**config.mk**
```make
export PLATFORM = sky130hd
export DESIGN_NAME = pr_free_list_banked
export DESIGN_NICKNAME = d
export VERILOG_FILES = /design/src/rtl/pr_free_list_banked_pkg.sv /design/src/rtl/free_list_bank.sv /design/src/rtl/pr_free_list_banked.sv
export SDC_FILE = /design/constraint.sdc
export NUM_CORES = 1
export LEC_CHECK = 0
export CAP_MARGIN = 15
export CORE_MARGIN = 5
export CORE_UTILIZATION = 65
export CTS_CLUSTER_DIAMETER = 60
export DETAILED_ROUTE_END_ITERATION = 16
export PLACE_DENSITY = 0.94
export SYNTH_ARGS = -nofsm -noshare
export SYNTH_HDL_FRONTEND = slang
export SYNTH_SLANG_ARGS = --single-unit
```
**constraint.sdc**
```tcl
create_clock -name CLK -period 4.85 [get_ports CLK]
set_input_delay 1.455 -clock CLK [delete_from_list [all_inputs] [get_ports CLK]]
set_output_delay 1.455 -clock CLK [all_outputs]
set_load 0.03 [all_outputs]
```
**src/rtl/pr_free_list_banked_pkg.sv**
```systemverilog
// rtl/pr_free_list_banked_pkg.sv - shared rename free-list types and default sizing
package pr_free_list_banked_pkg;

   localparam int PR_COUNT                  = 128;
   localparam int LOG_PR_COUNT              = $clog2(PR_COUNT);
   localparam int FREE_LIST_BANK_COUNT      = 4;
   localparam int LOG_FREE_LIST_BANK_COUNT  = $clog2(FREE_LIST_BANK_COUNT);
   localparam int FREE_LIST_LENGTH_PER_BANK = PR_COUNT / FREE_LIST_BANK_COUNT;
   localparam int LOG_FREE_LIST_LENGTH_PER_BANK = $clog2(FREE_LIST_LENGTH_PER_BANK);
   localparam int INIT_MAPPED_COUNT         = 32;
   localparam int FREE_LIST_LOWER_THRESHOLD = 8;
   localparam int FREE_LIST_UPPER_THRESHOLD = 24;

   typedef logic [LOG_PR_COUNT-1:0] pr_t;

endpackage

```
**src/rtl/free_list_bank.sv**
```systemverilog
// rtl/free_list_bank.sv - one bank of the physical-register free list (circular FIFO)
// Ports:
//   clk, rst_n             clock, asynchronous active-low reset
//   deq_valid / deq_ready  rename takes the head PR when both high
//   deq_pr                 head PR = {entry[head], BANK_ID}
//   enq_valid / enq_pr     PR returned by the ROB; upper bits stored at tail
//   free_count             registered occupancy
//   below_lower/above_upper occupancy threshold flags
//   error                  sticky: enqueue to full bank or bank-bit mismatch
module free_list_bank
   import pr_free_list_banked_pkg::*;
#(
   parameter int LEN             = 32,
   parameter int IDXW            = 5,
   parameter int LOG_BANK        = 2,
   parameter int BANK_ID         = 0,
   parameter int INIT_M          = 8,
   parameter int LOWER_THRESHOLD = 8,
   parameter int UPPER_THRESHOLD = 24
) (
   input  logic                      clk,
   input  logic                      rst_n,
   input  logic                      deq_valid,
   output logic                      deq_ready,
   output logic [IDXW+LOG_BANK-1:0]  deq_pr,
   input  logic                      enq_valid,
   input  logic [IDXW+LOG_BANK-1:0]  enq_pr,
   output logic [$clog2(LEN):0]      free_count,
   output logic                      below_lower,
   output logic                      above_upper,
   output logic                      error
);

   localparam int LOG_LEN = $clog2(LEN);
   localparam int PRW     = IDXW + LOG_BANK;
   localparam int INIT_FREE = LEN - INIT_M;

   localparam logic [LOG_LEN:0]   FULL_C  = (LOG_LEN+1)'(LEN);
   localparam logic [LOG_LEN:0]   INIT_C  = (LOG_LEN+1)'(INIT_FREE);
   localparam logic [LOG_LEN:0]   LOW_C   = (LOG_LEN+1)'(LOWER_THRESHOLD);
   localparam logic [LOG_LEN:0]   HIGH_C  = (LOG_LEN+1)'(UPPER_THRESHOLD);
   localparam logic [LOG_LEN-1:0] TAIL0_C = LOG_LEN'(INIT_FREE % LEN);
   localparam logic [LOG_BANK-1:0] BANK_C = LOG_BANK'(BANK_ID);

   logic [IDXW-1:0]    entry [LEN];
   logic [LOG_LEN-1:0] head;
   logic [LOG_LEN-1:0] tail;
   logic [LOG_LEN:0]   count;
   logic               err_q;

   logic deq_fire;
   logic enq_fire;
   logic enq_full;
   logic enq_mismatch;

   assign deq_fire     = deq_valid && (count != '0);
   assign enq_full     = enq_valid && (count == FULL_C);
   assign enq_fire     = enq_valid && (count != FULL_C);
   // A mis-banked PR is still stored (upper bits only) but flagged.
   assign enq_mismatch = enq_valid && (enq_pr[LOG_BANK-1:0] != BANK_C);

   always_ff @(posedge clk or negedge rst_n) begin
      if (!rst_n) begin
         // PRs p0..p(INIT_MAPPED-1) are mapped, so the free list starts at index INIT_M.
         for (int i = 0; i < LEN; i++) begin
            if (i < INIT_FREE) begin
               entry[i] <= IDXW'(INIT_M + i);
            end else begin
               entry[i] <= '0;
            end
         end
      end else if (enq_fire) begin
         entry[tail] <= enq_pr[PRW-1:LOG_BANK];
      end
   end

   always_ff @(posedge clk or negedge rst_n) begin
      if (!rst_n) begin
         head  <= '0;
         tail  <= TAIL0_C;
         count <= INIT_C;
         err_q <= 1'b0;
      end else begin
         if (deq_fire) begin
            head <= head + 1'b1;
         end
         if (enq_fire) begin
            tail <= tail + 1'b1;
         end
         case ({enq_fire, deq_fire})
            2'b10:   count <= count + 1'b1;
            2'b01:   count <= count - 1'b1;
            default: count <= count;
         endcase
         if (enq_full || enq_mismatch) begin
            err_q <= 1'b1;
         end
      end
   end

   assign deq_ready   = (count != '0);
   assign deq_pr      = {entry[head], BANK_C};
   assign free_count  = count;
   assign below_lower = (count < LOW_C);
   assign above_upper = (count > HIGH_C);
   assign error       = err_q;

endmodule

```
**src/rtl/pr_free_list_banked.sv**
```systemverilog
// rtl/pr_free_list_banked.sv - banked physical-register free list for rename
// Ports:
//   CLK, nRST                    clock, asynchronous active-low reset
//   deq_valid/deq_ready/deq_PR   per-bank dequeue to rename
//   enq_valid/enq_PR             per-bank return of freed PRs from the ROB
//   free_count                   per-bank occupancy
//   below_lower/above_upper      per-bank threshold flags for bank steering
//   error                        sticky OR of all bank errors
// INIT_MAPPED_COUNT must be below PR_COUNT and a multiple of BANK_COUNT.
module pr_free_list_banked
   import pr_free_list_banked_pkg::*;
#(
   parameter int PR_COUNT          = pr_free_list_banked_pkg::PR_COUNT,
   parameter int BANK_COUNT        = pr_free_list_banked_pkg::FREE_LIST_BANK_COUNT,
   parameter int INIT_MAPPED_COUNT = pr_free_list_banked_pkg::INIT_MAPPED_COUNT,
   parameter int LOWER_THRESHOLD   = pr_free_list_banked_pkg::FREE_LIST_LOWER_THRESHOLD,
   parameter int UPPER_THRESHOLD   = pr_free_list_banked_pkg::FREE_LIST_UPPER_THRESHOLD
) (
   input  logic                                                  CLK,
   input  logic                                                  nRST,
   input  logic [BANK_COUNT-1:0]                                 deq_valid,
   output logic [BANK_COUNT-1:0]                                 deq_ready,
   output logic [BANK_COUNT-1:0][$clog2(PR_COUNT)-1:0]           deq_PR,
   input  logic [BANK_COUNT-1:0]                                 enq_valid,
   input  logic [BANK_COUNT-1:0][$clog2(PR_COUNT)-1:0]           enq_PR,
   output logic [BANK_COUNT-1:0][$clog2(PR_COUNT/BANK_COUNT):0]  free_count,
   output logic [BANK_COUNT-1:0]                                 below_lower,
   output logic [BANK_COUNT-1:0]                                 above_upper,
   output logic                                                  error
);

   localparam int LOG_PR_COUNT   = $clog2(PR_COUNT);
   localparam int LOG_BANK_COUNT = $clog2(BANK_COUNT);
   localparam int LEN            = PR_COUNT / BANK_COUNT;
   localparam int IDXW           = LOG_PR_COUNT - LOG_BANK_COUNT;
   localparam int INIT_M         = INIT_MAPPED_COUNT / BANK_COUNT;

   logic [BANK_COUNT-1:0] bank_error;

   for (genvar b = 0; b < BANK_COUNT; b++) begin : g_bank
      free_list_bank #(
         .LEN             (LEN),
         .IDXW            (IDXW),
         .LOG_BANK        (LOG_BANK_COUNT),
         .BANK_ID         (b),
         .INIT_M          (INIT_M),
         .LOWER_THRESHOLD (LOWER_THRESHOLD),
         .UPPER_THRESHOLD (UPPER_THRESHOLD)
      ) u_bank (
         .clk         (CLK),
         .rst_n       (nRST),
         .deq_valid   (deq_valid[b]),
         .deq_ready   (deq_ready[b]),
         .deq_pr      (deq_PR[b]),
         .enq_valid   (enq_valid[b]),
         .enq_pr      (enq_PR[b]),
         .free_count  (free_count[b]),
         .below_lower (below_lower[b]),
         .above_upper (above_upper[b]),
         .error       (bank_error[b])
      );
   end

   // Each bank's flag is already sticky, so the OR is sticky too.
   assign error = |bank_error;

endmodule
```
== Word level (Yosys, flattened, before mapping) ==
Index checks and enable logic that the tools add are counted.
Cells by class
  add/sub/neg operators: 16
  muxes and demuxes: 28
  bitwise gates (word level): 8
  equal/unequal tests: 19
  reductions and logical operators: 34
  order comparisons: 20
Operators with widths (count)
  160-bit bitwise mux: 4
  5-bit binary-select mux with 5-bit select: 4
  5-bit demux with 5-bit select: 4
  5-bit two-way mux: 12
  6-bit greater-or-equal comparator (second input constant): 8
  5-bit inverter with 6-bit output: 8
  6-bit one-hot mux with 2 select lines: 4
  5-bit by 1-bit adder with 5-bit output (second input constant): 8
  6-bit by 1-bit adder with 6-bit output (second input constant): 4
  6-bit == test (second input constant): 4
  6-bit by 5-bit greater-than comparator with 1-bit output (second input constant): 4
  6-bit by 1-bit < comparator with 1-bit output (second input constant): 4
  6-bit by 4-bit < comparator with 1-bit output (second input constant): 4
  6-bit inequality test (second input constant): 4
  6-bit nonzero test: 4
  6-bit by 1-bit subtractor with 6-bit output (second input constant): 4
  1-bit logical AND: 20
  2-bit nonzero test: 5
  2-bit by 1-bit == test with 1-bit output (second input constant): 4
  2-bit == test (second input constant): 4
  1-bit logical OR: 4
  2-bit inequality test (second input constant): 2
  4-bit OR reduction: 1
  2-bit by 1-bit inequality test with 1-bit output (second input constant): 1
Word-level totals
  input port bits: 38
  register bits after elaboration: 708

== Depth between registers and ports, before layout ==
  depth after elaboration: 6
  gate-level depth with buffers: 12
  gate-level depth less buffers: 10

== Cells and area by module ==
Synthesis repeated with hierarchy kept, for this count alone.
Unflattened totals
  cells, all modules: 2251
  area total of the unflattened synthesis: 33981.3 µm²
Modules (own cells, without submodules)
  free_list_bank (g_bank[1].u_bank): times used 1, area each 8580.7 µm², seq. area each 4519.3 µm², cells each 553
  free_list_bank (g_bank[3].u_bank): times used 1, area each 8508.2 µm², seq. area each 4519.3 µm², cells each 599
  free_list_bank (g_bank[0].u_bank): times used 1, area each 8463.1 µm², seq. area each 4519.3 µm², cells each 552
  free_list_bank (g_bank[2].u_bank): times used 1, area each 8421.8 µm², seq. area each 4519.3 µm², cells each 546
  pr_free_list_banked: times used 1, area each 7.5 µm², seq. area each 0.0 µm², cells each 1

== Worst setup path after synthesis ==
OpenSTA, ideal clock, no wires.
  path type: input to register
  from: in enq_valid[1]
  to: reg g_bank[1].u_bank.count[5]
  cell stages on the path: 9
  required time: 4711 ps
  slack: 1118 ps
  arrival: 3593 ps
  cell sequence: clkbuf_1 -> o21a_1 -> inv_1 -> ha_1 -> ha_1 -> a211oi_1 -> nor4_1 -> or3b_2 -> xor2_1
On the way
  cells in the longest elaborated chain, start to end: 3
Ends and longest elaborated chain
  start, declared: line pr_free_list_banked.sv:24  | input logic [BANK_COUNT-1:0] enq_valid,
  1-bit logical AND *: line free_list_bank.sv:58  | assign enq_fire = enq_valid && (count != FULL_C);
  2-bit by 1-bit == test with 1-bit output or 2-bit == test (tied branches): line free_list_bank.sv:90  | case ({enq_fire, deq_fire})
  6-bit one-hot mux with 2 select lines or 2-bit nonzero test (tied branches)
  end signal, assigned: line free_list_bank.sv:91  | 2'b10: count <= count + 1'b1;
  end signal, assigned: line free_list_bank.sv:92  | 2'b01: count <= count - 1'b1;
  end signal, assigned: line free_list_bank.sv:93  | default: count <= count;
  end, declared: line free_list_bank.sv:48  | logic [LOG_LEN:0] count;
Every way passes the cells marked *; elsewhere a longest branch is shown, timed or not.
A chain may end at the register's enable or synchronous reset.

==> qor.csv <==
metric;value;unit
port_buffers;94;
worst_pin_slew;1.24;ns
synth-seq-cells;708;
max-cap-violations;0;
via_count;22100;
max_freq;212;MHz
cts_buffers;74;
diodes;0;
p_per_area;720;nW/um2
synth_top_flop_cell;dfrtp_1;
path_cells;buf_12 > mux2i_1 > nand2_1 > nand3_1 > nand4_1 > clkdlybuf4s50_1;
yosys.area_share.xor_xnor;0.0136;
grt_pass1_vias;23400;
placed_area;35800;um2
path_clk_slew;0.06;ns
postRouteWirelength;81900;um
cp.required;3.39;ns
fin_area;38500;um2
cp-end-kind;output pin;
dieWidth;240;um
grt_overflow;0;
synth_edf_count;0;
io_pins;103;
drc;0;
status;finished, final reports clean;
cts_hold_buf;0;
cts.path.max_buffers;3;
leakage;0.0166;uW
cts_sinks;708;
finalSetupViolCount;0;
min_period;4.72;ns
area_growth;12.5;%
std_cell_rows;84;
synth_seq_area_share;0.528;
track_usage;0.282;
worstPathMaxFanout;51;
design.die.area;57400;um2
crit_family;buffers and inverters;
synth.area.mux_share;0.311;
rsz0062_at_grt;no;
startpoint_type;flop;
yosys_warnings;0;
arrival;3.27;ns
hpwlAfterDp;51300;um
num-fill-cells;3039;
fin_crit_sh;0.973;
clockRootBuffer;clkbuf_16;
grt_max_degree;108;
pre_cts_slack;0.610;ns
antenna_found_initial;0;
tritoncts;built;
synthSimpleGateAreaFrac;0.0645;
crit_type;flop to output pin;
die_h;240;um
hold_class;flop to flop;
syn-cell-area;34300;um2
slew_headroom;0.170;
grt_pass1_wl;131000;um
fin_skew;0.0163;ns
synth_top_area_share;0.307;
drt_first_pass_iters;7;
ant_nets;0;
power;27700;uW
worst_slack;0.129;ns
synth_top_family_by_area;multiplexers;
cpPeakStageDelay;0.70;ns
insertion_delay;0.61;ns
final-max-slew-violation-count;0;
ys_top_cells_by_area;dfrtp_1 (31%), dfstp_2 (22%), mux2_2 (21%);
gp_congestion;0.964;
fin_setup_tns;0;ns
postSynthCellCount;2572;
dr.first_iter.drc_count;1920;
synth_top_cell_by_area;dfrtp_1;
fin_util;0.736;
hold_violations;0;
drive_gt1_frac;0.434;
netlist-cell-type-count;66;
async_flop_share;1.00;
peakVddDrop;0.000410;V
syn_avg_cell_area;13.3;um2
critPathBufInv;2;
nNetsFinal;2704;
yosys.area_share.adder;0.0143;
core_region_area;52300;um2
cp_slowest_cell;dfrtp_4;
initial_core_util;0.654;
vias_per_cell;6.54;
synth_compound_area_frac;0.0441;
htree_levels;3;
wire_per_inst;24.2;um
## through the flow
stage / hold WS, ns / instances
after floorplan: 0.420 / 2578
after global placement: 0.447 / 3227
after detailed placement: 0.445 / 3227
after CTS: 0.455 / 3364
after global routing: 0.485 / 3377
final: 0.448 / 3377
## metal layers
metal  vias up  part of all wire  track usage
li1       9456                 -            -
met1     11400              0.40        0.377
met2       952              0.50        0.465
met3       260             0.061       0.0473
met4         0             0.040        0.118
met5         -                 0            0
## placed cells by master, fill, tap and decap left out, types with 80 or more instances in the layout
cell type          n
a22oi_1           83
clkbuf_16         80
clkdlybuf4s50_1   93
dfrtp_1          415
dfstp_2          288
mux2_2           626
mux2i_1          220
nand2_1           80
nand3_1           89
nor2_1           129
## cells by family (layout without fill, tap and decap cells)
| family | Yosys count | after routing |
|---|---|---|
| and+or+nand+nor | 439 | 439 |
| other | 2 | 8 |
| adders and majority gates | 38 | 38 |
| DFF | 708 | 708 |
| xor gates and xnor gates | 53 | 53 |
| AOI/OAI and AO/OA | 223 | 223 |
| buffers and inverters | 189 | 300 |
| muxes | 920 | 920 |
## report_power, final
part / total, uW / leakage (uW) / switching [uW] / internal, uW
sequential: 11400 / 0.00839 / 2150 / 9270
combinational: 10500 / 0.00701 / 5370 / 5130
clock: 5800 / 0.00122 / 2330 / 3480
## synthesized netlist by cell type (28+ instances only)
cell and number:
a21oi_1 64, a22oi_1 83, clkbuf_1 107, dfrtp_1 420
dfstp_2 288, ha_1 36, mux2_2 626, mux2i_1 220
mux4_2 50, nand2_1 80, nand3_1 89, nand4_1 28
nor2_1 129, xnor2_1 30
## sequential cells by signal, indices dropped and copies added (netlist names)
| name | count |
|---|---|
| g_bank.u_bank.tail | 20 |
| g_bank.u_bank.entry | 640 |
| g_bank.u_bank.error | 4 |
| g_bank.u_bank.free_count | 24 |
| g_bank.u_bank.head | 20 |
## path summary, 6_finish.rpt
kind	depth (start not counted)	slack, ns	end	startpoint
max	6	0.13	deq_PR[6]	g_bank[0].u_bank.head[0]
min	1	0.45	g_bank[3].u_bank.error	g_bank[3].u_bank.error
max reg2reg	8	1.43	g_bank[3].u_bank.free_count[5]	g_bank[3].u_bank.free_count[0]
min reg2reg	1	0.45	g_bank[3].u_bank.error	g_bank[3].u_bank.error
max in group asynchronous	2	2.77	g_bank[2].u_bank.entry[86]	nRST
min in group asynchronous	1	0.88	g_bank[0].u_bank.entry[139]	nRST
## worst register-to-register path, delay by kind of cell (launching register included)
kind	cells	cell delay [ns]
AND/OR/NAND/NOR	3	1.20
adder cells (fa/ha/maj)	2	0.75
flip-flops	1	0.48
AO/OA/AOI/OAI	2	0.70
XOR/XNOR	1	0.16
## repair_timing
| action | in CTS | in global routing |
|---|---|---|
| buffers inserted | 0 | 1 |
| setup endpoints to repair | 0 | 3 |
| resized for setup | 0 | 1 |
## cell type report
class / instances / area (um2) / area share
tap: 688 / 861 / 0.0223
clock inverter: 15 / 179 / 0.00464
clock buffer: 122 / 2320 / 0.0602
timing repair buffer: 143 / 1620 / 0.0422
sequential: 708 / 18100 / 0.470
multi-input combinational: 1681 / 15400 / 0.399
inverter: 20 / 75.1 / 0.00195
Power figures use the tool's default switching activity.
==> edit 1 (config.mk and constraints unchanged) <==
Compare `count` against `FULL_C` with >= in place of ==.
--- a/src/rtl/free_list_bank.sv
+++ b/src/rtl/free_list_bank.sv
@@ -54,7 +54,7 @@
    logic enq_mismatch;
 
    assign deq_fire     = deq_valid && (count != '0);
-   assign enq_full     = enq_valid && (count == FULL_C);
+   assign enq_full     = enq_valid && (count >= FULL_C);
    assign enq_fire     = enq_valid && (count != FULL_C);
    // A mis-banked PR is still stored (upper bits only) but flagged.
    assign enq_mismatch = enq_valid && (enq_pr[LOG_BANK-1:0] != BANK_C);
Formal check against the unedited RTL: same outputs for any inputs over 4 cycles, from zero or initial values and one cycle with nRST low; that may be too few to reach the edited logic, so the function may still have changed.
==> edit 1 against the original RTL <==
Maximum frequency is 0.29% lower. Utilization is 0.63 points higher. Setup slack worse by 0.014 ns. Critical path type unchanged. Sequential cell count stayed put. Largest power group unchanged. Global-route usage is 0.092 points higher. Critical path depth is 1 lower. Wire length is 2.2% lower. Final area is 0.75% lower. Clock skew is 0.0041 ns higher. Die area is 0.88% lower. Area after synthesis is 0.92% lower. Total power is 1.3% lower.
==> edit 1: results (changes against the original RTL) <==
metric,value,unit,change
routed length per instance,25.4,µm,was 24.2 µm
final std cells w/o fill,3151,,was 3377
number of DRC markers in iteration 0,1727,,was 1920
"worst slack, placed",0.452,ns,was 0.610 ns
met3 Track Usage GR,0.0527,,was 0.0473
Crit Path Max Fanout,13,,was 51
largest net degree at the start of global routing,86,,was 108
crit path capture,deq_PR[9],,was deq_PR[6]
fraction of layout cells with a size suffix above 1,0.501,,was 0.434
DRT Pass-1 Iters,8,,was 7
Seq/total area,0.473,,was 0.470
Crit-path slowest cell,clkdlybuf4s50_1,,was dfrtp_4
LEAKAGE,16.1,nW,was 16.6 nW
synth unique cells,62,,was 66
inverter count,22,,was 20
fmax,0.211,GHz,was 0.212 GHz
Clock buf/inv share,0.0658,,was 0.0648
CP top delay family,compound AO/OA/AOI/OAI gates,,was buffers and inverters
Max VDD drop,0.468,mV,was 0.410 mV
Cell Rows,83,,was 84
clk_buf instances,112,,was 122
reg2reg start,g_bank[2].u_bank.free_count[0],,was g_bank[3].u_bank.free_count[0]
Placer Congestion,0.897,,was 0.964
#MultiIn Comb,1453,,was 1681
Placement Cell Area,0.0354,mm²,was 0.0358 mm²
vias in the first global route,22800,,was 23400
Placed Instances,3000,,was 3227
R2R Path End,g_bank[2].u_bank.free_count[5],,was g_bank[3].u_bank.free_count[5]
syn avg cell area,14.5,µm²,was 13.3 µm²
vias per cell,6.67,,was 6.54
DR WL met3,5.15,mm,was 5.02 mm
status,finished clean,,unchanged
WL met1,31.5,mm,was 32.8 mm
slew margin rel.,0.173,,was 0.170
first-pass GRT wire length,129,mm,was 131 mm
multi-input logic area,0.0150,mm²,was 0.0154 mm²
CP peak stage delay,0.73,ns,was 0.70 ns
DP HPWL,51.4,mm,was 51.3 mm
Seq. cell area,0.0181,mm²,about the same
Synth async-reset ratio,1.00,,unchanged
worst hold endpoint,g_bank[0].u_bank.error,,was g_bank[3].u_bank.error
clock distribution power,5.86,mW,was 5.80 mW
Global Route met1 Usage,0.375,,was 0.377
commonest cells in the synthesized netlist,"mux2_2, dfrtp_1, dfstp_2, mux4_2, nor2_1",,"was mux2_2, dfrtp_1, dfstp_2, mux2i_1, nor2_1"
Clock Skew,0.0204,ns,was 0.0163 ns
"Net count, final",2492,,was 2704
Fin Hold WS,0.466,ns,was 0.448 ns
fill cell count,2829,,was 3039
R2R setup slack,1.34,ns,was 1.43 ns
signal buffers share of area,0.0431,,was 0.0422
overall global routing resource usage,0.283,,was 0.282
hold path start,g_bank[0].u_bank.error,,was g_bank[3].u_bank.error
internal power component,18.0,mW,was 17.9 mW
Area contributors post-synth,"dfrtp_1, dfstp_2, mux2_2",,unchanged
Worst EP arrival,3.28,ns,was 3.27 ns
[edit 1: kinds of logic (layout without fill, tap and decap cells)]
family	count (synthesis)	after routing	share of synthesized area
flip-flops	708	708	0.533
AO/OA/AOI/OAI	216	216	0.0470
multiplexers	854	854	0.322
buffers and inverters	191	310	0.0253
AND/OR/NAND/NOR	286	286	0.0438
adder cells (fa/ha/maj)	44	44	0.0171
other	2	8	0.000221
XOR/XNOR	45	45	0.0116
[edit 1: worst reg2reg max path, stage by stage (launching register included)]
cell	delay, ns
dfrtp_1	0.47
or3_1	0.55
o21ai_0	0.51
ha_1	0.43
ha_1	0.34
o21ai_0	0.29
nor4_1	0.09
or4_1	0.54
xor2_1	0.16
[edit 1: what timing repair did]
| action | 4_1_cts | 5_1_grt |
|---|---|---|
| setup buffers | 0 | 1 |
| gates cloned | 1 | 0 |
| endpoints found under the setup margin | 4 | 13 |
| pin swaps | 0 | 0 |
| gates resized for setup | 3 | 7 |
==> edit 2 (same settings) <==
Without the edit above. Set the package constant `FREE_LIST_BANK_COUNT` to 8 (it was 4).
--- a/src/rtl/pr_free_list_banked_pkg.sv
+++ b/src/rtl/pr_free_list_banked_pkg.sv
@@ -3,7 +3,7 @@
 
    localparam int PR_COUNT                  = 128;
    localparam int LOG_PR_COUNT              = $clog2(PR_COUNT);
-   localparam int FREE_LIST_BANK_COUNT      = 4;
+   localparam int FREE_LIST_BANK_COUNT      = 8;
    localparam int LOG_FREE_LIST_BANK_COUNT  = $clog2(FREE_LIST_BANK_COUNT);
    localparam int FREE_LIST_LENGTH_PER_BANK = PR_COUNT / FREE_LIST_BANK_COUNT;
    localparam int LOG_FREE_LIST_LENGTH_PER_BANK = $clog2(FREE_LIST_LENGTH_PER_BANK);
Interface: changed (8 resized); port bits go from 103 to 195. The function was not compared with the original's and may differ.
==> edit 2 against the original RTL <==
Wire length is 19% lower. Via count is 15% lower. Sequential cell count is 84 lower. Area after synthesis is 9.4% lower. Final area is 9.0% lower. Setup slack better by 0.15 ns. Utilization is 0.29 points higher. Total power is 4.4% lower. Global-route usage is 2.4 points lower. Non-clock buffer count is 62 higher. Maximum frequency is 3.2% higher. Clock power is 13% lower. Critical path type unchanged. Highest routed layer unchanged.
==> edit 2: results (changes against the original RTL) <==
metric,value,unit,change
status,finished clean,,unchanged
clk_buf instances,108,,was 122
worst hold endpoint,g_bank[0].u_bank.error,,was g_bank[3].u_bank.error
R2R Path End,g_bank[2].u_bank.free_count[4],,was g_bank[3].u_bank.free_count[5]
Signal buffers,205,,was 143
Crit Path Max Fanout,11,,was 51
"Net count, final",2455,,was 2704
synth unique cells,64,,was 66
fill cell count,2807,,was 3039
clock distribution power,5.02,mW,was 5.80 mW
Seq. cell area,0.0159,mm²,was 0.0181 mm²
buffers added on ports,170,,was 94
Area contributors post-synth,"dfrtp_1, dfstp_2, mux2_2",,unchanged
Num CTS Buffers,67,,was 74
max reg flops,512,,was 640
LEAKAGE,14.6,nW,was 16.6 nW
overall global routing resource usage,0.258,,was 0.282
first-pass GRT wire length,111,mm,was 131 mm
DP HPWL,45.1,mm,was 51.3 mm
DRT Pass-1 Iters,8,,was 7
sequential area share after synthesis,0.513,,was 0.528
signal buffers share of area,0.0573,,was 0.0422
R2R setup slack,1.75,ns,was 1.43 ns
Placer Congestion,0.848,,was 0.964
largest net degree at the start of global routing,126,,was 108
via count,18700,,was 22100
hold path start,g_bank[0].u_bank.error,,was g_bank[3].u_bank.error
CP peak stage delay,0.76,ns,was 0.70 ns
Max VDD drop,0.459,mV,was 0.410 mV
Placement Cell Area,0.0329,mm²,was 0.0358 mm²
Sw Share,0.351,,was 0.355
crit path from,g_bank[4].u_bank.head[0],,was g_bank[0].u_bank.head[0]
Seq power,10.7,mW,was 11.4 mW
number of DRC markers in iteration 0,1322,,was 1920
#FFs+latches synth,624,,was 708
reg2reg start,g_bank[2].u_bank.free_count[1],,was g_bank[3].u_bank.free_count[0]
commonest cells in the synthesized netlist,"mux2_2, dfrtp_1, dfstp_2, mux4_2, clkbuf_1",,"was mux2_2, dfrtp_1, dfstp_2, mux2i_1, nor2_1"
vias in the first global route,20400,,was 23400
Worst EP arrival,3.12,ns,was 3.27 ns
[edit 2: cells by family (layout without fill, tap and decap cells)]
logic type,count (synthesis),after routing,share of synthesized area
mux,657,657,0.285
other cells,2,24,0.000242
xor+xnor,93,93,0.0262
buf+inv,234,366,0.0376
compound gates,169,169,0.0389
flops,624,624,0.513
simple gates,363,363,0.0710
fa+ha+maj,69,69,0.0281
[edit 2: per-layer routing]
metal	wire (µm)	up-vias	global-route usage
met5	0	-	0
met4	2450	0	0.0989
met3	3120	172	0.0456
met2	34200	556	0.437
met1	26900	9741	0.336
li1	-	8235	-
[edit 2: through the flow]
step / hold slack, ns / cells / setup slack [ns] / utilization
after floorplan: 0.428 / 2233 / 1.30 / -
after global placement: 0.466 / 2858 / 0.876 / 0.693
after detailed placement: 0.469 / 2858 / 0.771 / 0.693
after CTS: 0.483 / 2980 / 0.213 / 0.739
after global routing: 0.515 / 2980 / 0.0556 / 0.739
final: 0.486 / 2980 / 0.276 / 0.739
